===== config.mk =====
export PLATFORM = sky130hd
export DESIGN_NAME = cache_port_arbiter
export DESIGN_NICKNAME = d
export VERILOG_FILES = /design/src/rtl/cache_port_arbiter_pkg.sv /design/src/rtl/cache_port_arbiter_rr_select.sv /design/src/rtl/cache_port_arbiter.sv
export SDC_FILE = /design/constraint.sdc
export NUM_CORES = 1
export LEC_CHECK = 0
export CORE_UTILIZATION = 39
export DETAILED_ROUTE_END_ITERATION = 7
export PLACE_DENSITY = 0.81
export RECOVER_POWER = 25
export SLEW_MARGIN = 30
export SYNTH_ARGS = -nofsm -noshare
export SYNTH_HDL_FRONTEND = slang
export SYNTH_HIERARCHICAL = 1
export SYNTH_SLANG_ARGS = --single-unit

===== constraint.sdc =====
create_clock -name clk -period 2.25 [get_ports clk]
set_input_delay 0.45 -clock clk [delete_from_list [all_inputs] [get_ports clk]]
set_output_delay 0.45 -clock clk [all_outputs]
set_load 0.1 [all_outputs]

===== src/rtl/cache_port_arbiter_pkg.sv =====
// Shared types and defaults for the cache port arbiter and the cache controller it fronts.
package cache_port_arbiter_pkg;

  localparam int DEF_ADDR_W = 16;
  localparam int DEF_DATA_W = 8;

  typedef enum logic {
    OP_READ  = 1'b0,
    OP_WRITE = 1'b1
  } op_e;

  typedef enum logic [1:0] {
    ST_IDLE  = 2'd0,
    ST_ISSUE = 2'd1,
    ST_WAIT  = 2'd2,
    ST_RESP  = 2'd3
  } state_t;

endpackage


===== src/rtl/cache_port_arbiter_rr_select.sv =====
// Round-robin pick: first set request bit at or above rr_ptr, wrapping to 0.
module cache_port_arbiter_rr_select #(
  parameter int N_REQ = 4
) (
  input  logic [N_REQ-1:0]         req_valid,
  input  logic [$clog2(N_REQ)-1:0] rr_ptr,
  output logic                     any,
  output logic [$clog2(N_REQ)-1:0] grant_idx
);
  localparam int IDX_W = $clog2(N_REQ);

  logic             found;
  logic [IDX_W-1:0] idx;
  int               pos;

  always_comb begin
    any       = |req_valid;
    grant_idx = '0;
    found     = 1'b0;
    idx       = '0;
    pos       = 0;
    for (int k = 0; k < N_REQ; k++) begin
      pos = int'(rr_ptr) + k;
      if (pos >= N_REQ) pos = pos - N_REQ;
      idx = IDX_W'(pos);
      if (!found && req_valid[idx]) begin
        grant_idx = idx;
        found     = 1'b1;
      end
    end
  end

endmodule


===== src/rtl/cache_port_arbiter.sv =====
// Shares one cache controller among N_REQ requesters, one transaction at a time.
// States: IDLE arbitrate/latch | ISSUE start+accept pulse | WAIT await ready or timeout | RESP respond, advance pointer
module cache_port_arbiter
  import cache_port_arbiter_pkg::*;
#(
  parameter int N_REQ    = 4,
  parameter int ADDR_W   = DEF_ADDR_W,
  parameter int DATA_W   = DEF_DATA_W,
  parameter int WAIT_MAX = 64
) (
  input  logic                      clk,
  input  logic                      rst_b,
  input  logic [N_REQ-1:0]          req_valid,
  input  logic [N_REQ-1:0]          req_opcode,
  input  logic [N_REQ*ADDR_W-1:0]   req_addr,
  input  logic [N_REQ*DATA_W-1:0]   req_wdata,
  output logic [N_REQ-1:0]          req_ready,
  output logic [N_REQ-1:0]          rsp_valid,
  output logic [DATA_W-1:0]         rsp_rdata,
  output logic                      rsp_err,
  output logic                      cache_start,
  output logic                      cache_opcode,
  output logic [ADDR_W-1:0]         cache_addr,
  output logic [DATA_W-1:0]         cache_wdata,
  input  logic                      cache_ready,
  input  logic [DATA_W-1:0]         cache_rdata,
  output logic                      busy,
  output logic [$clog2(N_REQ)-1:0]  grant_id
);
  localparam int IDX_W = $clog2(N_REQ);
  localparam int CNT_W = $clog2(WAIT_MAX + 1);

  state_t            state_q, state_d;
  logic [IDX_W-1:0]  rr_ptr_q, rr_ptr_d;
  logic [IDX_W-1:0]  grant_id_q, grant_id_d;
  op_e               opcode_q, opcode_d;
  logic [ADDR_W-1:0] addr_q, addr_d;
  logic [DATA_W-1:0] wdata_q, wdata_d;
  logic [N_REQ-1:0]  req_ready_q, req_ready_d;
  logic [N_REQ-1:0]  rsp_valid_q, rsp_valid_d;
  logic [DATA_W-1:0] rsp_rdata_q, rsp_rdata_d;
  logic              rsp_err_q, rsp_err_d;
  logic              start_q, start_d;
  logic              busy_q, busy_d;
  logic [CNT_W-1:0]  wait_cnt_q, wait_cnt_d;

  logic              sel_any;
  logic [IDX_W-1:0]  sel_idx;
  logic [ADDR_W-1:0] addr_arr  [N_REQ];
  logic [DATA_W-1:0] wdata_arr [N_REQ];

  function automatic logic [N_REQ-1:0] onehot(input logic [IDX_W-1:0] idx);
    onehot      = '0;
    onehot[idx] = 1'b1;
  endfunction

  cache_port_arbiter_rr_select #(.N_REQ(N_REQ)) u_rr_select (
    .req_valid (req_valid),
    .rr_ptr    (rr_ptr_q),
    .any       (sel_any),
    .grant_idx (sel_idx)
  );

  always_comb begin
    for (int i = 0; i < N_REQ; i++) begin
      addr_arr[i]  = req_addr[i*ADDR_W +: ADDR_W];
      wdata_arr[i] = req_wdata[i*DATA_W +: DATA_W];
    end
  end

  always_comb begin
    state_d     = state_q;
    rr_ptr_d    = rr_ptr_q;
    grant_id_d  = grant_id_q;
    opcode_d    = opcode_q;
    addr_d      = addr_q;
    wdata_d     = wdata_q;
    req_ready_d = '0;
    rsp_valid_d = '0;
    rsp_rdata_d = '0;
    rsp_err_d   = 1'b0;
    start_d     = 1'b0;
    busy_d      = busy_q;
    wait_cnt_d  = wait_cnt_q;
    case (state_q)
      ST_IDLE: begin
        if (sel_any) begin
          grant_id_d  = sel_idx;
          opcode_d    = op_e'(req_opcode[sel_idx]);
          addr_d      = addr_arr[sel_idx];
          wdata_d     = wdata_arr[sel_idx];
          req_ready_d = onehot(sel_idx);
          start_d     = 1'b1;
          busy_d      = 1'b1;
          state_d     = ST_ISSUE;
        end
      end
      ST_ISSUE: begin
        wait_cnt_d = CNT_W'(WAIT_MAX);
        state_d    = ST_WAIT;
      end
      ST_WAIT: begin
        // A completion on the terminal-count cycle still wins over the timeout.
        if (cache_ready) begin
          rsp_valid_d = onehot(grant_id_q);
          rsp_rdata_d = (opcode_q == OP_READ) ? cache_rdata : '0;
          state_d     = ST_RESP;
        end else if (wait_cnt_q == '0) begin
          rsp_valid_d = onehot(grant_id_q);
          rsp_err_d   = 1'b1;
          state_d     = ST_RESP;
        end else begin
          wait_cnt_d = wait_cnt_q - 1'b1;
        end
      end
      ST_RESP: begin
        rr_ptr_d = (grant_id_q == IDX_W'(N_REQ - 1)) ? '0 : grant_id_q + 1'b1;
        busy_d   = 1'b0;
        state_d  = ST_IDLE;
      end
      default: state_d = ST_IDLE;
    endcase
  end

  always_ff @(posedge clk) begin
    if (rst_b) begin
      state_q     <= ST_IDLE;
      rr_ptr_q    <= '0;
      grant_id_q  <= '0;
      opcode_q    <= OP_READ;
      addr_q      <= '0;
      wdata_q     <= '0;
      req_ready_q <= '0;
      rsp_valid_q <= '0;
      rsp_rdata_q <= '0;
      rsp_err_q   <= 1'b0;
      start_q     <= 1'b0;
      busy_q      <= 1'b0;
      wait_cnt_q  <= '0;
    end else begin
      state_q     <= state_d;
      rr_ptr_q    <= rr_ptr_d;
      grant_id_q  <= grant_id_d;
      opcode_q    <= opcode_d;
      addr_q      <= addr_d;
      wdata_q     <= wdata_d;
      req_ready_q <= req_ready_d;
      rsp_valid_q <= rsp_valid_d;
      rsp_rdata_q <= rsp_rdata_d;
      rsp_err_q   <= rsp_err_d;
      start_q     <= start_d;
      busy_q      <= busy_d;
      wait_cnt_q  <= wait_cnt_d;
    end
  end

  assign req_ready    = req_ready_q;
  assign rsp_valid    = rsp_valid_q;
  assign rsp_rdata    = rsp_rdata_q;
  assign rsp_err      = rsp_err_q;
  assign cache_start  = start_q;
  assign cache_opcode = opcode_q;
  assign cache_addr   = addr_q;
  assign cache_wdata  = wdata_q;
  assign busy         = busy_q;
  assign grant_id     = grant_id_q;

endmodule


==> metrics <==
status=complete, no violations; CTS Buffer Depth=2; Cells after Synth=293; clk sink count=57; Worst path top cell family by delay=buffers and inverters; Layout Nets=589; maxcap violations=0; hold buffer count at cts=0; Worst setup startpoint=req_valid[3]; commonest non-fill, non-tap cell in the layout=clkdlybuf4s50_1; # IOs=161; CP Capture Type=flop; Buf/Inv on CP=3; Initial DRT Pass Iterations=4; Setup Viol. Count Final=0; Placed Instance Area=0.00456 mm2; worst r2r src=rr_ptr_q[0]; Residual DRC=0; n_diodes=0; Final Hold Vio Count=0; Core Area=roughly 0.0069 mm2; post-synthesis cell type count=40; WL final=~8600 um; Final ANT Viol Nets=0; Cell Rows=30; Die W=87.7 um; critical hold path startpoint=cache_addr[9]; gr usage total=0.231; gr ovfl total=0; synthesized area per cell=about 10 um2; most frequent cells in the layout=109 x clkdlybuf4s50_1, 61 x nand2_1, 57 x dfxtp_1, 35 x a21oi_1, 35 x buf_4; CTS buffer count=9; Setup Skew=slightly above 0.005 ns; Synth Area in Compound Gates=0.111; P_leak=1.94 nW; Initial DRC Count=104; Final Slew Violations=0; power per standard cell area=1100 mW/mm2; setup TNS=0 ns; Worst EP required=2.45 ns; Vias=2888; hpwl dp=6620 um; post-route cell area=0.00478 mm2; worst skew pair latency=~0.33 ns; vias per inst=5.11; cells along the critical path=dlygate4sd3_1 -> o221ai_1 -> a21oi_4 -> buf_12 -> buf_12 -> mux4_2 -> nand2_1 -> a21oi_1; min-delay worst type=flop to flop; Mapped Nets=between 400 and 500; cell mode on critical path=buf_12; r2r endpoint=cache_addr[12]; Clk pin slew, worst setup/hold paths=0.06 ns; largest net degree at the start of global routing=24; fmax=460 MHz; share of total power in sequential cells=0.261; Final period util=0.966; Synth top area share=0.398; largest family of logic cells by synthesized area=multiplexers; initial antenna violation count=0; GP Congestion=roughly 0.84; Min-Delay Endpoint=cache_addr[9]; Clock power frac=0.175; Placed Cells incl. Taps=544; vias in the first global route=2963; Post-Synth XOR/XNOR Area=0.00306; Syn Std Cell Area=0.00286 mm2; post-synthesis adder-cell area fraction=0.0437; synth top area cells=dfxtp_1 40%, mux4_2 20%, nand2_1 8.0%; RSZ-0062 raised after global routing=no; combinational power share=0.564; Die ar.=between 0.007 and 0.008 mm2; layout cells sized above 1=0.245; sw power=2.58 mW; worst-path maximum fanout=6; CTS tree=built; Starting Density=0.412; register area share after synthesis=0.398; Internal=2.66 mW; synth-to-layout area growth=67.0%; critical path class=primary input to flop; fin crit period=2.17 ns; Slew headroom=0.231; power after layout=roughly 5.2 mW; Sw Ratio=0.493; Root Driver=clkbuf_8; die height=87.7 um; Ys Warns=6; CTS HTree Levels=3; global-route wire length before repair=between 10000 and 15000 um; post-synthesis mux area share=0.204; R2R Setup Slk=0.14 ns; Min-Delay Path Depth=2; Post-Synth Simple-Gate Area=0.196; CP peak stage delay=0.58 ns; peak supply drop=0.576 mV; slowest stage cell, crit path=dlygate4sd3_1; worst slew pin tran=1.16 ns; Critical Path Source Type=primary input; fin util=0.689; IO buf count=160; Worst EP arrival=around 2.4 ns; Layout Cells excl Fill=~570; Yosys top cell by area=dfxtp_1; Reg2Reg Depth=8; critical path depth=8; Seq cells post-synth=57; Avg WL per Cell=15.3 um
## repair_timing
action,in CTS,in global routing
gates resized for setup,3,2
pin swaps,2,2
buffers inserted,3,0
cloned,1,1
setup endpoints to repair,16,7
## worst max-delay path by stage
stage                endpoint  slack, ns
2_1_floorplan  cache_wdata[0]       0.18
3_3_place_gp    cache_addr[4]      -0.35
3_5_place_dp    cache_addr[7]      -0.41
4_1_cts        cache_addr[12]       0.07
5_1_grt         cache_addr[5]       0.05
6_report       cache_addr[12]       0.08
## synth_stat cells (all sizes together)
library cell  count
nor3b             3
o221a             1
inv              14
nor3              2
nor2             14
and2             14
a211oi            2
mux4             25
nand3b            3
a31oi             2
nand2            61
a221o             1
ha               10
nand3             4
a21oi            37
clkbuf           11
mux2i             2
or3               2
a21o              1
or3b              1
a311oi            1
buf               7
nand2b            2
nor4              2
or4               1
o21ai             3
and2b             1
dfxtp            57
and3              1
or4b              1
xor2              1
a32oi             1
o21bai            1
o31ai             2
o221ai            1
nand4b            1
## cell families after synthesis
logic type,after synthesis
xor+xnor,1
mux,27
fa+ha+maj,10
compound gates,53
simple gates,113
flops,57
buf+inv,32
## per-layer routing
metal / vias up / track usage / routed length [um]
li1: 1377 / - / -
met1: 1359 / 0.234 / 3080
met2: 132 / 0.429 / 4610
met3: 20 / 0.0603 / 701
met4: 0 / 0.131 / 248
met5: - / 0 / 0
## area by class of cell
| class | instances | area (um2) |
|---|---|---|
| repair buffers | 178 | 1670 |
| clock inverters | 2 | 10.0 |
| clock buffers | 14 | 183 |
| well taps | 96 | 120 |
| fillers | 522 | 2160 |
| multi-input cells | 204 | 1610 |
| flip-flops and latches | 57 | 1140 |
| inverters | 14 | 52.6 |
## worst register-to-register path, cell delays in order, from the launching register on
cell	delay (ns)
dfxtp_1	0.41
inv_2	0.05
a221o_1	0.36
a21oi_4	0.24
buf_12	0.15
buf_12	0.13
mux4_2	0.50
nand2_1	0.09
a21oi_1	0.06
## flip-flops by register name, summed over array words and instances, names as in the netlist
name	count
wait_cnt_q	7
rsp_err	1
req_ready	4
state_q	2
rr_ptr_q	2
cache_start	1
rsp_rdata	8
cache_opcode	1
rsp_valid	4
grant_id	2
cache_wdata	8
cache_addr	16
busy	1
## metrics by stage
stage	hold slack [ns]	setup slack, ns
after detailed placement	0.449	-0.405
after global routing	0.476	0.0485
after global placement	0.442	-0.348
final	0.453	0.0756
after floorplan	0.486	0.176
after CTS	0.458	0.0663
## power by group through the flow
stage / logic, mW / registers [mW] / clock network (mW)
floorplan: 0.912 / 2.61 / 0
global placement: 2.90 / 1.38 / 0
detailed placement: 2.95 / 1.39 / 0
CTS: 2.99 / 1.37 / 0.934
global route: 3.13 / 1.40 / 0.982
finish: 2.96 / 1.37 / 0.918
Power figures use the tool's default switching activity.
